`config.mk`:
```
export PLATFORM = sky130hd
export DESIGN_NAME = mem_port_arbiter
export DESIGN_NICKNAME = d
export VERILOG_FILES = /design/src/rtl/mem_port_arbiter.sv
export SDC_FILE = /design/constraint.sdc
export NUM_CORES = 1
export LEC_CHECK = 0
export BUFFER_PORTS_ARGS = -buffer_cell sky130_fd_sc_hd__buf_2
export CORE_AREA = 2 2 118 120
export DETAILED_ROUTE_END_ITERATION = 12
export DIE_AREA = 0 0 120 122
export GPL_TIMING_DRIVEN = 0
export PLACE_DENSITY = 0.71
export SLEW_MARGIN = 20
export SYNTH_ARGS = -nofsm -noshare
export SYNTH_HDL_FRONTEND = slang
export SYNTH_SLANG_ARGS = --single-unit
```
`constraint.sdc`:
```
create_clock -name clk -period 3.7 [get_ports clk]
set_clock_uncertainty 0.1 [all_clocks]
set_input_delay 0 -clock clk [delete_from_list [all_inputs] [get_ports clk]]
set_output_delay 0 -clock clk [all_outputs]
set_load 0.05 [all_outputs]
```
`src/rtl/mem_port_arbiter.sv`:
```
// Two-port arbiter in front of the unified 32-bit memory: round-robin grant, registered
// memory strobes and a programmable LATENCY-cycle access window per transaction.
//   state  | meaning
//   IDLE   | strobes low; arbitrate pending requests at the clock edge
//   ACCESS | LATENCY cycles presenting the latched transaction to memory
//   RESP   | one-cycle ack to the owner; memory address held

module mem_port_arbiter #(
   parameter int unsigned LATENCY = 1
) (
   input  logic        clk,
   input  logic        rst,
   input  logic        req0,
   input  logic        we0,
   input  logic [31:0] addr0,
   input  logic [31:0] wdata0,
   output logic [31:0] rdata0,
   output logic        ack0,
   input  logic        req1,
   input  logic        we1,
   input  logic [31:0] addr1,
   input  logic [31:0] wdata1,
   output logic [31:0] rdata1,
   output logic        ack1,
   output logic [31:0] mem_addr,
   output logic        mem_read,
   output logic        mem_write,
   output logic [31:0] mem_wdata,
   input  logic [31:0] mem_rdata,
   output logic        busy,
   output logic        owner
);

   localparam logic [3:0] CNT_LOAD = 4'(LATENCY - 1);

   typedef enum logic [1:0] {IDLE, ACCESS, RESP} state_t;

   state_t      state_q, state_d;
   logic [3:0]  cnt_q, cnt_d;
   logic        owner_q, owner_d;
   logic        we_q, we_d;
   logic [31:0] addr_q, addr_d;
   logic [31:0] wdata_q, wdata_d;
   logic [31:0] rdata0_q, rdata0_d;
   logic [31:0] rdata1_q, rdata1_d;
   logic        ack0_q, ack0_d;
   logic        ack1_q, ack1_d;
   logic        rd_q, rd_d;
   logic        wr_q, wr_d;
   logic        winner;

   always_ff @(posedge clk) begin
      if (rst) begin
         state_q  <= IDLE;
         cnt_q    <= 4'd0;
         owner_q  <= 1'b1;
         we_q     <= 1'b0;
         addr_q   <= 32'd0;
         wdata_q  <= 32'd0;
         rdata0_q <= 32'd0;
         rdata1_q <= 32'd0;
         ack0_q   <= 1'b0;
         ack1_q   <= 1'b0;
         rd_q     <= 1'b0;
         wr_q     <= 1'b0;
      end else begin
         state_q  <= state_d;
         cnt_q    <= cnt_d;
         owner_q  <= owner_d;
         we_q     <= we_d;
         addr_q   <= addr_d;
         wdata_q  <= wdata_d;
         rdata0_q <= rdata0_d;
         rdata1_q <= rdata1_d;
         ack0_q   <= ack0_d;
         ack1_q   <= ack1_d;
         rd_q     <= rd_d;
         wr_q     <= wr_d;
      end
   end

   always_comb begin
      state_d  = state_q;
      cnt_d    = cnt_q;
      owner_d  = owner_q;
      we_d     = we_q;
      addr_d   = addr_q;
      wdata_d  = wdata_q;
      rdata0_d = rdata0_q;
      rdata1_d = rdata1_q;
      ack0_d   = 1'b0;
      ack1_d   = 1'b0;
      rd_d     = 1'b0;
      wr_d     = 1'b0;
      // owner_q doubles as the last-granted port; a tie goes to the other one
      winner   = (req0 && req1) ? ~owner_q : req1;
      case (state_q)
         IDLE: begin
            if (req0 || req1) begin
               state_d = ACCESS;
               owner_d = winner;
               cnt_d   = CNT_LOAD;
               we_d    = winner ? we1    : we0;
               addr_d  = winner ? addr1  : addr0;
               wdata_d = winner ? wdata1 : wdata0;
               rd_d    = ~we_d;
               wr_d    = we_d;
            end
         end
         ACCESS: begin
            if (cnt_q == 4'd0) begin
               state_d = RESP;
               if (!we_q) begin
                  if (owner_q) rdata1_d = mem_rdata;
                  else         rdata0_d = mem_rdata;
               end
               ack0_d = ~owner_q;
               ack1_d = owner_q;
            end else begin
               cnt_d = cnt_q - 4'd1;
               rd_d  = ~we_q;
            end
         end
         RESP:    state_d = IDLE;
         default: state_d = IDLE;
      endcase
   end

   assign mem_addr  = addr_q;
   assign mem_wdata = wdata_q;
   assign mem_read  = rd_q;
   assign mem_write = wr_q;
   assign rdata0    = rdata0_q;
   assign rdata1    = rdata1_q;
   assign ack0      = ack0_q;
   assign ack1      = ack1_q;
   assign busy      = (state_q != IDLE);
   assign owner     = owner_q;

endmodule

```
Word-level counts from Yosys, hierarchy flattened
Index checks and enable logic that the tools add are counted.

Reductions and logical operators: 13. Equality and inequality tests: 4. Bitwise operators: 7. Add/subtract/negate cells: 1. Multiplexer cells: 13.

Operator list (number): 32-bit 2-to-1 mux (2); 4-bit 2-to-1 mux (2); 4-bit one-hot mux with 2 select lines (1); 4-bit AND reduction (2); 1-bit NOT (7); 2-bit inequality test (second input constant) (3); 3-bit OR reduction (2); 4-bit logical NOT (1); 1-bit 2-to-1 mux (4); 2-bit 2-to-1 mux (2); 2-bit one-hot mux with 2 select lines (1); 2-bit AND reduction (2); 2-bit nonzero test (2); 4-bit by 1-bit subtractor with 4-bit output (second input constant) (1); 3-bit AND reduction (1); 2-bit by 1-bit == test with 1-bit output (second input constant) (1); 2-bit logical NOT (1); 1-bit one-hot mux with 2 select lines (1); 1-bit logical AND (1); 1-bit logical OR (1).

Register bits: 140. Output and inout bits: 134. Logic and storage cells: 50.

Depth between registers and ports, before layout
Depth after elaboration: 6. Gate-level depth with buffers: 7. Gate-level depth less buffers: 5.

Worst setup path after synthesis
Ideal clock, no wire load.

Path type: register to register. Start: register owner_q (netlist: owner). End: register rdata0_q[10] (netlist: rdata0[10]). Data arrival time: 1571 ps. Path buffers: 1. Setup slack: 1897 ps. Required time: 3468 ps. Setup time: 132 ps. Stages on the path, launching flop included: 5. Cells stage by stage: dfxtp_1 > or4b_1 > clkbuf_1 > o21ai_1 > a21oi_1.

Word-level cells in the longest chain between the ends: 2.

RTL lines: start: declaration (line 40) `logic owner_q, owner_d;`; start signal: assignment (line 69) `owner_q <= owner_d;`; 1-bit NOT (no source line); 4-bit AND reduction (no source line); end signal: assignment (line 73) `rdata0_q <= rdata0_d;`; end: declaration (line 44) `logic [31:0] rdata0_q, rdata0_d;`.

Every way passes these cells. A chain may end at the register's enable or synchronous reset.

Worst setup path after layout
Start: register owner_q (netlist: owner). End: register wdata_q[25] (netlist: mem_wdata[25]).

Word-level cells in the longest chain between the ends: 3.

RTL lines: 1-bit NOT (no source line); 1-bit 2-to-1 mux (line 96) `winner = (req0 && req1) ? ~owner_q : req1;`; 32-bit 2-to-1 mux (line 105) `wdata_d = winner ? wdata1 : wdata0;`; end signal: assignment (line 72) `wdata_q <= wdata_d;`; end: declaration (line 43) `logic [31:0] wdata_q, wdata_d;`.

Every way passes these cells.

==> summary.txt <==
Min path
  – Min-Delay Startpoint: rst
  – Worst Hold Class: in -> reg

Global routing
  – Met3 usage: 0.1011
  – Pin count of the biggest net entering global routing: 17
  – Grt ovf: 0
  – GR Util met2: 0.5284
  – Number of antenna violations at the first check in global routing: 1
  – Wire length of the first global-routing pass: ~35 mm
  – Busiest metal layer after global routing: met2
  – Met1 Resource Use GR: 0.3277
  – Overall global routing resource usage: 0.3058
  – Via count of the first global-routing pass: 6825

Logic synthesis
  – Post-synth net total: 731
  – Distinct cells, synth: 38
  – Sequential area share after synthesis: 0.5034
  – Library cell occupying the most area in the post-synthesis netlist: sky130_fd_sc_hd__dfxtp_1
  – Post-Synthesis Mean Instance Area: 9.890 um^2
  – Cell types with the largest area share after synthesis: sky130_fd_sc_hd__dfxtp_1 50%, sky130_fd_sc_hd__mux2i_1 12%, sky130_fd_sc_hd__o2bb2ai_1 10%, sky130_fd_sc_hd__a21oi_1 6.1%, sky130_fd_sc_hd__nand3_1 5.8%
  – Post-synth top area share: 0.5034
  – Synth Instances: about 560
  – Count of warnings emitted by yosys: 0
  – Synth Cell Area: 5568 um^2
  – Yosys reg bits: 140

Power and ir drop
  – LEAKAGE: around 4.3 nW
  – Seq pwr share: 0.371
  – Clk pwr share: 0.374
  – Power Internal: between 3 and 4 mW
  – PnR Total Power: ~4.6 mW
  – Power share of the combinational group: 0.254
  – Max VDD drop: between 0.2 and 0.3 mV
  – NetSw: 1.441 mW
  – Cell area power density: around 470 nW/um^2
  – Switching Fraction: 0.3165

Critical path
  – CP Max Fanout: 10
  – Slowest cell on the critical path: sky130_fd_sc_hd__dlygate4sd3_1
  – Crit. End Element: flop
  – Crit-path cells: a21boi_1 -> buf_2 -> mux2i_1 -> dlygate4sd3_1 -> o2bb2ai_1 -> dlygate4sd3_1
  – Critical Path Max Stage Delay: ~0.58 ns
  – Crit path kind: reg -> reg
  – Startpoint type of the worst setup path: flop
  – Crit path required time: approximately 3.9 ns
  – Arrival time of data at the critical path endpoint: approximately 2.9 ns
  – Critical Path Start: owner
  – Cell seen most often among critical-path stages: sky130_fd_sc_hd__dlygate4sd3_1
  – RR Startpoint: owner

Timing
  – Clock period minus worst slack: around 2.7 ns
  – Final Slew Violations: 0
  – Actual transition at the worst max-transition pin: approximately 0.63 ns
  – Setup repair after global routing missed its margin: no
  – Headroom to the max-slew limit: 0.5777
  – Setup_tns: 0 ns
  – Final count of hold timing violations: 0
  – Final worst-path cycle share: 0.7206
  – Highest Clock Rate: around 380 MHz
  – Min setup slack post-route: around 1.0 ns
  – Finish-stage setup viols: 0

Detailed routing
  – Count of TritonRoute iterations in the first routing pass: 5
  – Routed WL per cell: roughly 18 um
  – Antenna viol nets, final: 0
  – Final wirelength: roughly 23 mm
  – Number of remaining DRC errors: 0
  – Via count: around 6600
  – Vias per cell: approximately 5.3
  – DRC violation total after the first TritonRoute iteration: between 400 and 500

Floorplan
  – Area of the die: 14640 um^2
  – Initial cell density of the core: 0.4123
  – Die height: between 100 and 150 um
  – Die Wd: about 120 um
  – IO Count: 300
  – Area of the core: between 10000 and 15000 um^2
  – Core Rows: 43

CTS
  – Number of levels the H-tree was split into: 4
  – CTS Root Cell: sky130_fd_sc_hd__clkbuf_16
  – Number of post-CTS setup repair buffers: 0
  – Number of buffers created by CTS: 17
  – Number of gates resized after cts: 0
  – Hold Buf Count CTS: between 150 and 200
  – Longest Clk Path Bufs: 2
  – Sinks on Clock Net: 140
  – Clk Latency, worst-skew pair: between 0.4 and 0.5 ns
  – TritonCTS clock tree: done
  – Clock Pin Slew Worst Setup and Hold Paths: approximately 0.06 ns

Place
  – Setup slack at placement: 1.685 ns
  – Half-perimeter wire length after detailed placement: 13.36 mm
  – Post-placement cell count: 1042
  – GP Congestion: about 0.8
  – Placed cell area: between 7000 and 8000 um^2
  – IO buf count: approximately 300

Final layout
  – Finished layout cell area: between 9000 and 10000 um^2
  – Synth-to-layout area growth: 72.29%
  – Final Net Count: about 1200
  – Layout cells sized above 1: 0.3365
  – Layout Cells excl Fill: ~1200
  – Filler Cells Inserted: slightly below 1000

Run status
  – Status: finished, final reports clean

Flow run
  – Max-cap check violation count: 0
worst max-delay path, delay by kind of cell, from the launching register on:
family                 cells  cell delay (ns)
buffers and inverters      3             1.48
DFF                        1             0.41
muxes                      1             0.28
AOI/OAI and AO/OA          2             0.27
Yosys cell counts (all sizes together):
master	number
nand3	64
o221ai	1
or3	3
or4	2
inv	4
a21boi	1
nor2b	1
a31o	1
clkbuf	30
nor3b	1
buf	27
o2bb2ai	65
ha	2
nand2	1
a221o	1
o21bai	1
nor3	2
mux2i	65
a21oi	68
nand4bb	1
nor4bb	1
a21o	1
nand2b	2
o21ai	67
dfxtp	140
and2	1
nor2	3
nor4b	1
or3b	1
o21ba	1
nor4	3
or4b	1
sequential cells by signal, summed over array words and instances (netlist names):
register and flops:
cnt_q 4, ack0 1, ack1 1, mem_read 1, we_q 1, mem_write 1
rdata1 32, state_q 2, mem_addr 32, mem_wdata 32, owner 1, rdata0 32
logic make-up after synthesis:
family	after synthesis	share of synthesized area
multiplexers	65	0.1169
AO/OA/AOI/OAI	207	0.2344
AND/OR/NAND/NOR	88	0.08944
adder cells (fa/ha/maj)	2	0.004494
flip-flops	140	0.5034
buffers and inverters	61	0.05146
layout by cell type (no fill, tap or decap), types with 2 or more instances in the layout:
cell	n
sky130_fd_sc_hd__o2bb2ai_1	65
sky130_fd_sc_hd__or4_1	2
sky130_fd_sc_hd__mux2i_1	65
sky130_fd_sc_hd__clkinv_2	6
sky130_fd_sc_hd__nor4_1	3
sky130_fd_sc_hd__nand2b_1	2
sky130_fd_sc_hd__clkbuf_16	17
sky130_fd_sc_hd__buf_6	5
sky130_fd_sc_hd__o21ai_0	50
sky130_fd_sc_hd__nor3_1	2
sky130_fd_sc_hd__a21oi_1	68
sky130_fd_sc_hd__bufinv_16	3
sky130_fd_sc_hd__ha_1	2
sky130_fd_sc_hd__nand3_1	64
sky130_fd_sc_hd__dfxtp_1	140
sky130_fd_sc_hd__nor2_1	2
sky130_fd_sc_hd__or3_1	2
sky130_fd_sc_hd__clkbuf_1	30
sky130_fd_sc_hd__inv_1	3
sky130_fd_sc_hd__dlygate4sd3_1	171
sky130_fd_sc_hd__clkinvlp_4	4
sky130_fd_sc_hd__buf_1	6
sky130_fd_sc_hd__buf_2	315
sky130_fd_sc_hd__o21ai_1	17
power groups by stage:
stage               Sequential [mW]  Combinational [mW]  Clock [mW]
detailed placement             1.71               0.937           0
floorplan                      2.09               0.266           0
finish                         1.69                1.16        1.71
CTS                            1.68                1.12        1.72
global route                   1.70                1.21        1.79
global placement               1.71               0.932           0
metal layers:
metal / share of wire / wire length, um
met4: 0.048 / 1096
met3: 0.082 / 1884
met1: 0.37 / 8579
met2: 0.50 / 11440
met5: 0 / 0
through the flow:
stage	hold slack (ns)	util
6_report	0.1359	0.7104
4_1_cts	0.1170	0.7102
2_1_floorplan	0.04770	-
3_5_place_dp	0.1689	0.5398
5_1_grt	0.1525	0.7104
3_3_place_gp	0.1669	0.5398
worst paths after layout:
kind	cells after the start	end	slack [ns]
worst min register to register	1	mem_addr[31]	0.36
worst min-delay path	5	mem_wdata[3]	0.14
worst max-delay path	6	mem_wdata[25]	1.03
worst max register to register	6	mem_wdata[25]	1.03
cell type report:
type | instances | area (um^2) | area share
Antenna cell | 1 | 2.502 | 0.0002609
Tap cell | 180 | 225.2 | 0.02348
Sequential cell | 140 | 2803 | 0.2922
Clock buffer | 18 | 439.2 | 0.04578
Multi-Input combinational cell | 362 | 2479 | 0.2584
Clock inverter | 13 | 150.1 | 0.01565
Buffer | 57 | 271.5 | 0.02830
Inverter | 4 | 15.01 | 0.001565
Timing Repair Buffer | 470 | 3208 | 0.3344
(Power assumes the default switching activity.)
